$ cat config.mk
export PLATFORM = sky130hd
export DESIGN_NAME = keypad4x4_scan
export DESIGN_NICKNAME = d
export VERILOG_FILES = /design/src/rtl/keypad4x4_scan.sv
export SDC_FILE = /design/constraint.sdc
export NUM_CORES = 1
export LEC_CHECK = 0
export ABC_AREA = 1
export ABC_CLOCK_PERIOD_IN_PS = 3200
export BUFFER_PORTS_ARGS = -buffer_cell sky130_fd_sc_hd__buf_2
export CAP_MARGIN = 20
export CELL_PAD_IN_SITES_DETAIL_PLACEMENT = 1
export CELL_PAD_IN_SITES_GLOBAL_PLACEMENT = 2
export CORE_ASPECT_RATIO = 0.8
export CORE_MARGIN = 2
export CORE_UTILIZATION = 34
export CTS_CLUSTER_SIZE = 16
export DETAILED_ROUTE_END_ITERATION = 10
export MAX_ROUTING_LAYER = met4
export PLACE_DENSITY = 0.85
export SYNTH_ARGS = -nofsm -noshare
export SYNTH_HDL_FRONTEND = slang
export SYNTH_SLANG_ARGS = --single-unit
$ cat constraint.sdc
create_clock -name clk -period 3.2 [get_ports clk]
set_input_delay 0.48 -clock clk [delete_from_list [all_inputs] [get_ports clk]]
set_output_delay 0.48 -clock clk [all_outputs]
set_load 0.05 [all_outputs]
$ cat src/rtl/keypad4x4_scan.sv
// keypad4x4_scan
//   Scanned 4x4 matrix-keypad reader. One column is driven low at a time,
//   the row lines are read back through a synchronizer, and each full scan
//   frame is classified as empty, single-key or multi-key. A debounce FSM
//   turns stable frames into a single-key event interface.
//
// Ports
//   clk        system clock
//   nrst       asynchronous active-low reset
//   row        keypad rows, active-low, asynchronous to clk
//   col        column drive, one-hot-low
//   key        code of last accepted key (4*row_index + col_index)
//   key_valid  one-clock pulse when a press is accepted
//   key_held   high while the accepted key is still considered pressed
module keypad4x4_scan #(
  parameter logic [25:0] SCAN_MAX        = 26'd26999,
  parameter logic [3:0]  DEBOUNCE_FRAMES = 4'd5
) (
  input  logic       clk,
  input  logic       nrst,
  input  logic [3:0] row,
  output logic [3:0] col,
  output logic [3:0] key,
  output logic       key_valid,
  output logic       key_held
);

  localparam logic [1:0] S_IDLE     = 2'd0;
  localparam logic [1:0] S_DEBOUNCE = 2'd1;
  localparam logic [1:0] S_PRESSED  = 2'd2;
  localparam logic [1:0] S_RELEASE  = 2'd3;

  logic [25:0] divCnt_q, divCnt_d;
  logic        tick;
  logic [3:0]  col_q, col_d;
  logic [3:0]  rowMeta_q, rowSync_q;
  logic [1:0]  lowAcc_q, lowAcc_d;
  logic [3:0]  candAcc_q, candAcc_d;
  logic [1:0]  state_q, state_d;
  logic [3:0]  cnt_q, cnt_d;
  logic [3:0]  cand_q, cand_d;
  logic [3:0]  key_q, key_d;
  logic        keyValid_q, keyValid_d;
  logic        keyHeld_q, keyHeld_d;

  logic [1:0]  colIdx;
  logic [2:0]  sampleLows;
  logic [1:0]  sampleRow;
  logic [1:0]  baseLows;
  logic [2:0]  lowSum;
  logic [1:0]  frameLows;
  logic [3:0]  frameCand;
  logic        frameEval;
  logic        isEmpty;
  logic        isSingle;
  logic [3:0]  cntInc;

  assign tick      = (divCnt_q == SCAN_MAX);
  assign divCnt_d  = tick ? 26'd0 : divCnt_q + 26'd1;
  assign col_d     = tick ? {col_q[2:0], col_q[3]} : col_q;

  always_comb begin
    case (col_q)
      4'b1101: colIdx = 2'd1;
      4'b1011: colIdx = 2'd2;
      4'b0111: colIdx = 2'd3;
      default: colIdx = 2'd0;
    endcase
  end

  // Row sample for the current column: how many rows read low, and which one.
  always_comb begin
    sampleLows = {2'b00, ~rowSync_q[0]} + {2'b00, ~rowSync_q[1]}
               + {2'b00, ~rowSync_q[2]} + {2'b00, ~rowSync_q[3]};
    sampleRow = 2'd0;
    if (!rowSync_q[3]) sampleRow = 2'd3;
    if (!rowSync_q[2]) sampleRow = 2'd2;
    if (!rowSync_q[1]) sampleRow = 2'd1;
    if (!rowSync_q[0]) sampleRow = 2'd0;
  end

  // Low count saturates at 2 (= multi-key); column 0 starts a new frame.
  // The candidate is only captured from the first and only low seen so far.
  always_comb begin
    baseLows  = (colIdx == 2'd0) ? 2'd0 : lowAcc_q;
    lowSum    = {1'b0, baseLows} + sampleLows;
    frameLows = (lowSum >= 3'd2) ? 2'd2 : lowSum[1:0];
    frameCand = (baseLows == 2'd0 && sampleLows == 3'd1) ? {sampleRow, colIdx} : candAcc_q;
    lowAcc_d  = tick ? frameLows : lowAcc_q;
    candAcc_d = tick ? frameCand : candAcc_q;
  end

  assign frameEval = tick && (colIdx == 2'd3);
  assign isEmpty   = (frameLows == 2'd0);
  assign isSingle  = (frameLows == 2'd1);
  assign cntInc    = cnt_q + 4'd1;

  always_comb begin
    state_d    = state_q;
    cnt_d      = cnt_q;
    cand_d     = cand_q;
    key_d      = key_q;
    keyValid_d = 1'b0;
    if (frameEval) begin
      case (state_q)
        S_IDLE: begin
          if (isSingle) begin
            cand_d = frameCand;
            if (DEBOUNCE_FRAMES == 4'd1) begin
              state_d    = S_PRESSED;
              key_d      = frameCand;
              keyValid_d = 1'b1;
              cnt_d      = 4'd0;
            end else begin
              state_d = S_DEBOUNCE;
              cnt_d   = 4'd1;
            end
          end
        end
        S_DEBOUNCE: begin
          if (isSingle) begin
            if (frameCand == cand_q) begin
              cnt_d = cntInc;
              if (cntInc == DEBOUNCE_FRAMES) begin
                state_d    = S_PRESSED;
                key_d      = cand_q;
                keyValid_d = 1'b1;
                cnt_d      = 4'd0;
              end
            end else begin
              cand_d = frameCand;
              cnt_d  = 4'd1;
            end
          end else begin
            state_d = S_IDLE;
            cnt_d   = 4'd0;
          end
        end
        S_PRESSED: begin
          // No rollover: any non-empty frame keeps the current key.
          if (isEmpty) begin
            if (DEBOUNCE_FRAMES == 4'd1) begin
              state_d = S_IDLE;
              cnt_d   = 4'd0;
            end else begin
              state_d = S_RELEASE;
              cnt_d   = 4'd1;
            end
          end
        end
        default: begin
          if (isEmpty) begin
            cnt_d = cntInc;
            if (cntInc == DEBOUNCE_FRAMES) begin
              state_d = S_IDLE;
              cnt_d   = 4'd0;
            end
          end else begin
            state_d = S_PRESSED;
            cnt_d   = 4'd0;
          end
        end
      endcase
    end
    keyHeld_d = (state_d == S_PRESSED) || (state_d == S_RELEASE);
  end

  always_ff @(posedge clk or negedge nrst) begin
    if (!nrst) begin
      divCnt_q   <= 26'd0;
      col_q      <= 4'b1110;
      rowMeta_q  <= 4'b1111;
      rowSync_q  <= 4'b1111;
      lowAcc_q   <= 2'd0;
      candAcc_q  <= 4'd0;
      state_q    <= S_IDLE;
      cnt_q      <= 4'd0;
      cand_q     <= 4'd0;
      key_q      <= 4'h0;
      keyValid_q <= 1'b0;
      keyHeld_q  <= 1'b0;
    end else begin
      divCnt_q   <= divCnt_d;
      col_q      <= col_d;
      rowMeta_q  <= row;
      rowSync_q  <= rowMeta_q;
      lowAcc_q   <= lowAcc_d;
      candAcc_q  <= candAcc_d;
      state_q    <= state_d;
      cnt_q      <= cnt_d;
      cand_q     <= cand_d;
      key_q      <= key_d;
      keyValid_q <= keyValid_d;
      keyHeld_q  <= keyHeld_d;
    end
  end

  assign col       = col_q;
  assign key       = key_q;
  assign key_valid = keyValid_q;
  assign key_held  = keyHeld_q;

endmodule
After elaboration in Yosys (flattened, before gate mapping)
Cells that the tools add are included.
{"block": "totals", "regBits": 60, "latch_bits": 0, "ram_bits": 0, "rom_bits": 0, "output_inout_bits": 10, "mem_count": 0}
{"block": "classes", "n_addsub": 6, "mul": 0, "div_mod_pow": 0, "order_cmp": 1, "n_eq_ne": 17, "shift": 0, "muxes": 34, "bitwise": 4, "reduce_logical": 11}
{"operator": "$mux 4", "n": 10}
{"operator": "$mux 2", "n": 14}
{"operator": "$add 26x1->26 const B", "n": 1}
{"operator": "$eq 26x15->1 const B", "n": 1}
{"operator": "$mux 26", "n": 1}
{"operator": "$pmux 2 s3", "n": 2}
{"operator": "$pmux 4 s3", "n": 1}
{"operator": "$reduce_and 5->1", "n": 2}
{"operator": "$eq 2x2->1 const B", "n": 4}
{"operator": "$eq 4x3->1 const B", "n": 2}
{"operator": "$eq 4x4->1 const B", "n": 2}
{"operator": "$logic_not 2->1", "n": 4}
{"operator": "$ne 2x2->1 const B", "n": 4}
{"operator": "$pmux 4 s2", "n": 1}
{"operator": "$mux 1", "n": 5}
{"operator": "$add 4x1->4 const B", "n": 1}
{"operator": "$eq 2x1->1 const B", "n": 2}
{"operator": "$eq 4x4->1", "n": 1}
{"operator": "$not 1->1", "n": 4}
{"operator": "$add 2x1->3", "n": 1}
{"operator": "$add 2x3->3", "n": 1}
{"operator": "$add 3x1->3", "n": 1}
{"operator": "$eq 3x1->1 const B", "n": 1}
{"operator": "$ge 3x2->1 const B", "n": 1}
{"operator": "other kinds (5)", "n": 6}

Logic depth before layout (Yosys ltp)
{"block": "logic_depth", "word_depth": 14, "ltp_mapped": 19, "mapped_depth_nobuf": 19}

Worst setup path before layout
No wires, ideal clock.
{"block": "synth_timing", "path_type": "flip-flop to flip-flop", "start": "register rowSync_q[0]", "end": "register key_q[0], in the netlist key[0]", "setup_time_ps": 113, "t_arrival_ps": 3003, "required_time_ps": 3087, "setup_slack_ps": 84, "path_stages_with_launch": 14, "path_cell_list": "dfstp_2 > fa_1 > inv_1 > ha_1 > ha_1 > fa_1 > nor3_2 > nand2_1 > nor2_1 > nand2_1 > nor3_4 > nand4_1 > nand2_1 > inv_1"}
{"block": "synth_via", "elab_chain_cells": 9, "word_cells_on_any_way": 14, "cone_classes": "add/sub: 4; order compare: 1; eq/ne: 3; mux: 3; bitwise: 1; reduce/logical: 2"}
{"element": "start, declared", "line_no": "36", "text": "logic [3:0] rowMeta_q, rowSync_q;"}
{"element": "start signal, assigned", "line_no": "186", "text": "rowSync_q <= rowMeta_q;"}
{"element": "$not 1->1", "line_no": "73", "text": "sampleLows = {2'b00, ~rowSync_q[0]} + {2'b00, ~rowSync_q[1]}"}
{"element": "$add 1x1->2", "line_no": "73"}
{"element": "$add 2x1->3", "line_no": "74", "text": "+ {2'b00, ~rowSync_q[2]} + {2'b00, ~rowSync_q[3]};"}
{"element": "$add 3x1->3", "line_no": "74"}
{"element": "$add 2x3->3 / $eq 3x1->1 (equally long branches)", "line_no": "86, 88"}
{"element": "$ge 3x2->1 / $logic_and 1x1->1 (equally long branches)", "line_no": "87, 88"}
{"element": "$mux 2 / $mux 4 (equally long branches)", "line_no": "87, 88"}
{"element": "$eq 2x1->1 / $eq 4x4->1 (equally long branches)", "line_no": "95, 122"}
{"element": "$reduce_and 5->1 (no line) *"}
{"element": "end signal, assigned", "line_no": "192", "text": "key_q <= key_d;"}
{"element": "end, declared", "line_no": "42", "text": "logic [3:0] key_q, key_d;"}
Every way passes the cells marked *; elsewhere a longest branch is shown, timed or not.
A chain may end at the register's enable or synchronous reset.

Worst setup path in the final report
{"block": "layout_timing", "start": "register rowSync_q[1]", "end": "register key_q[3], in the netlist key[3]"}
The elaborated chain is that of the path after synthesis.

==> flow_metrics.tcl <==
set metrics [dict create \
    status "complete, no violations" \
    syn_nets 423 \
    cts_tree "built" \
    synth.most_common_cell "nand2_1" \
    setup_violations 0 \
    critPathTopFamily "adder cells" \
    dp.cells 565 \
    grt_pass1_vias 2974 \
    slew_violations 0 \
    cts_root_buf "clkbuf_16" \
    synth_area_per_cell_um2 8.376 \
    synth-main-ff-cell "dfrtp_1" \
    fin_skew_ps 8.664 \
    maxCapViolCount 0 \
    worstSkewPairLatency_ps 330 \
    port_buffers 15 \
    firstDrtPassIters 4 \
    clock-sinks 60 \
    cts_buffers 9 \
    ctsHoldBuffers 0 \
    fp.dieArea_mm2 0.01090 \
    ys_warn_count 0 \
    timing.hold.ws_ps 247.2 \
    grt.overflow.total 0 \
    yosysTopAreaCell "dfrtp_1" \
    io_pins 16 \
    crit_required_ps 3470 \
    netlist_top_cells_count "84 x nand2_1, 76 x inv_1, 49 x dfrtp_1" \
    crit_type "flop to flop" \
    clk_path_buf_depth 2 \
    worst_pin_slew_ps 800.5 \
    area_growth_pct 22.13 \
    synth.distinct_cells 39 \
    grt_max_degree 61 \
    rows 32 \
    seq_area_frac_synth_pct 44.23 \
    nFillCells 1159 \
    drc 0 \
    post-route-min-period_ps 3118 \
    antenna_cells 0 \
    die_w_um 116.2 \
    p_leak_uw 0.002124 \
    critPathSlowestCell "dfstp_2" \
    post_route_cells_drive_above_1_share_pct 26.73 \
    num-nets-final 458 \
    syn_inst 409 \
    htree_levels 3 \
    syn_area_mm2 0.003426 \
    core_mm2 0.009729 \
    cp_data_arrival_time_ps 3390 \
    final_cells 585 \
    crit_chain "fa_1 > inv_2 > ha_4 > ha_4 > fa_2 > nor3_4 > nand2_2 > nor2_4 > nand2_4 > nor3_4 > nand3_4 > nand2_1 > nand2_1 > inv_1" \
    startpoint_type "flop" \
    slew_headroom_pct 46.63 \
    final_util_pct 43.00 \
    finalHoldViolations 0 \
    crit_fanout 6 \
    ys_ff_latch 60 \
    synth_area_leaders "dfrtp_1 36%, nand2_1 9.2%, dfstp_2 8.4%" \
    vdd_ir_drop_max_v 0.0004043 \
    routed_wl_um 8608 \
    antenna_found_initial 0 \
    worstHoldPathType "primary input to flop" \
    fmax_mhz 320.7 \
    hpwl_um 6241 \
    initial_core_util_pct 35.21 \
    end_kind "flop" \
    rsz0062_at_grt "yes" \
    period_share_pct 97.45 \
    track_usage_pct 18.26 \
    wl_per_cell_um 14.71 \
    vias 2786 \
    synth_edf_count 0 \
    gp_congestion 0.7903 \
    path_buf_inv 2 \
    drtIter0Drc 87 \
    viasPerCell 4.762 \
    synth_top_area_share_pct 35.79 \
    async_flop_share_pct 100.0 \
    p_per_area_mw_per_mm2 470.5 \
    grt_first_pass_wirelength_um 14790 \
    antenna_left 0 \
    die_height_um 93.78 \
    critPathMaxStageDelay_ps 550 \
    clkTransAtPathRegs_ps 60 \
]
## cells by family after synthesis
group,count (synthesis),share of synthesized area [%]
buffers and inverters,82,9.167
flip-flops,60,44.23
AND/OR/NAND/NOR,219,34.84
XOR/XNOR,18,4.602
adder cells (fa/ha/maj),8,3.360
AO/OA/AOI/OAI,22,3.799
## metal layers
layer  global-route usage [%]  routed length [µm]
met4                    5.159                 121
met5                        -                   0
met3                    4.387                 318
met1                    24.81                4343
met2                    27.28                3824
## registers in the layout (all words and copies together), names as in the netlist
| signal | cells |
|---|---|
| col | 4 |
| key_valid | 1 |
| cnt_q | 4 |
| key | 4 |
| key_held | 1 |
| state_q | 2 |
| rowMeta_q | 4 |
| cand_q | 4 |
| candAcc_q | 4 |
| rowSync_q | 4 |
| lowAcc_q | 2 |
| divCnt_q | 26 |
## placed cells by master (no fill, tap or decap), drive strengths merged, types with 9 or more instances in the layout
master   n
nand2   98
inv     81
dfrtp   49
nor2    40
nand3   38
buf     26
xor2    16
nand4   16
o21ai   14
nor3    13
dfstp   11
clkbuf  10
nor4     9
## worst paths after layout
path	startpoint	to	slack [ps]	depth (start not counted)
setup / recovery	rowSync_q[1]$_DFF_PN1_	key[3]$_DFFE_PN0P_	80	14
hold / removal	row[2]	rowMeta_q[2]$_DFF_PN1_	250	1
setup reg to reg	rowSync_q[1]$_DFF_PN1_	key[3]$_DFFE_PN0P_	80	14
hold reg to reg	rowMeta_q[1]$_DFF_PN1_	rowSync_q[1]$_DFF_PN1_	350	0
max in group asynchronous	nrst	divCnt_q[22]$_DFF_PN0_	2350	2
min in group asynchronous	nrst	divCnt_q[14]$_DFF_PN0_	310	2
## power breakdown
group / switching, µW / total (µW) / internal, µW
sequential: 2.79 / 771 / 769
combinational: 120 / 205 / 85.0
clock: 364 / 992 / 628
## per-stage QoR
stage	setup WS [ps]	total power [µW]	cell area (µm²)	setup TNS, ps
finish	81.62	1969	4184	0
global route	-147.0	2059	4184	-1446
CTS	13.61	1970	4064	0
detailed placement	-111.4	945.1	3715	-722.6
global placement	32.51	939.9	3715	0
floorplan	84.27	887.1	3426	0
## cell type report
class / count / area [µm²] / area share, %
Multi-Input combinational cell: 267 / 1712 / 40.91
Sequential cell: 60 / 1515 / 36.21
Inverter: 80 / 307.8 / 7.356
Clock buffer: 10 / 239.0 / 5.712
Tap cell: 136 / 170.2 / 4.067
Timing Repair Buffer: 26 / 168.9 / 4.037
Clock inverter: 6 / 71.32 / 1.705
## what timing repair did
| action | CTS | global route |
|---|---|---|
| buffers inserted | 1 | 3 |
| pin swaps | 2 | 9 |
| endpoints found under the hold margin | 0 | 0 |
| resized for setup | 6 | 27 |
| endpoints found under the setup margin | 13 | 15 |
Power figures use the tool's default switching activity.
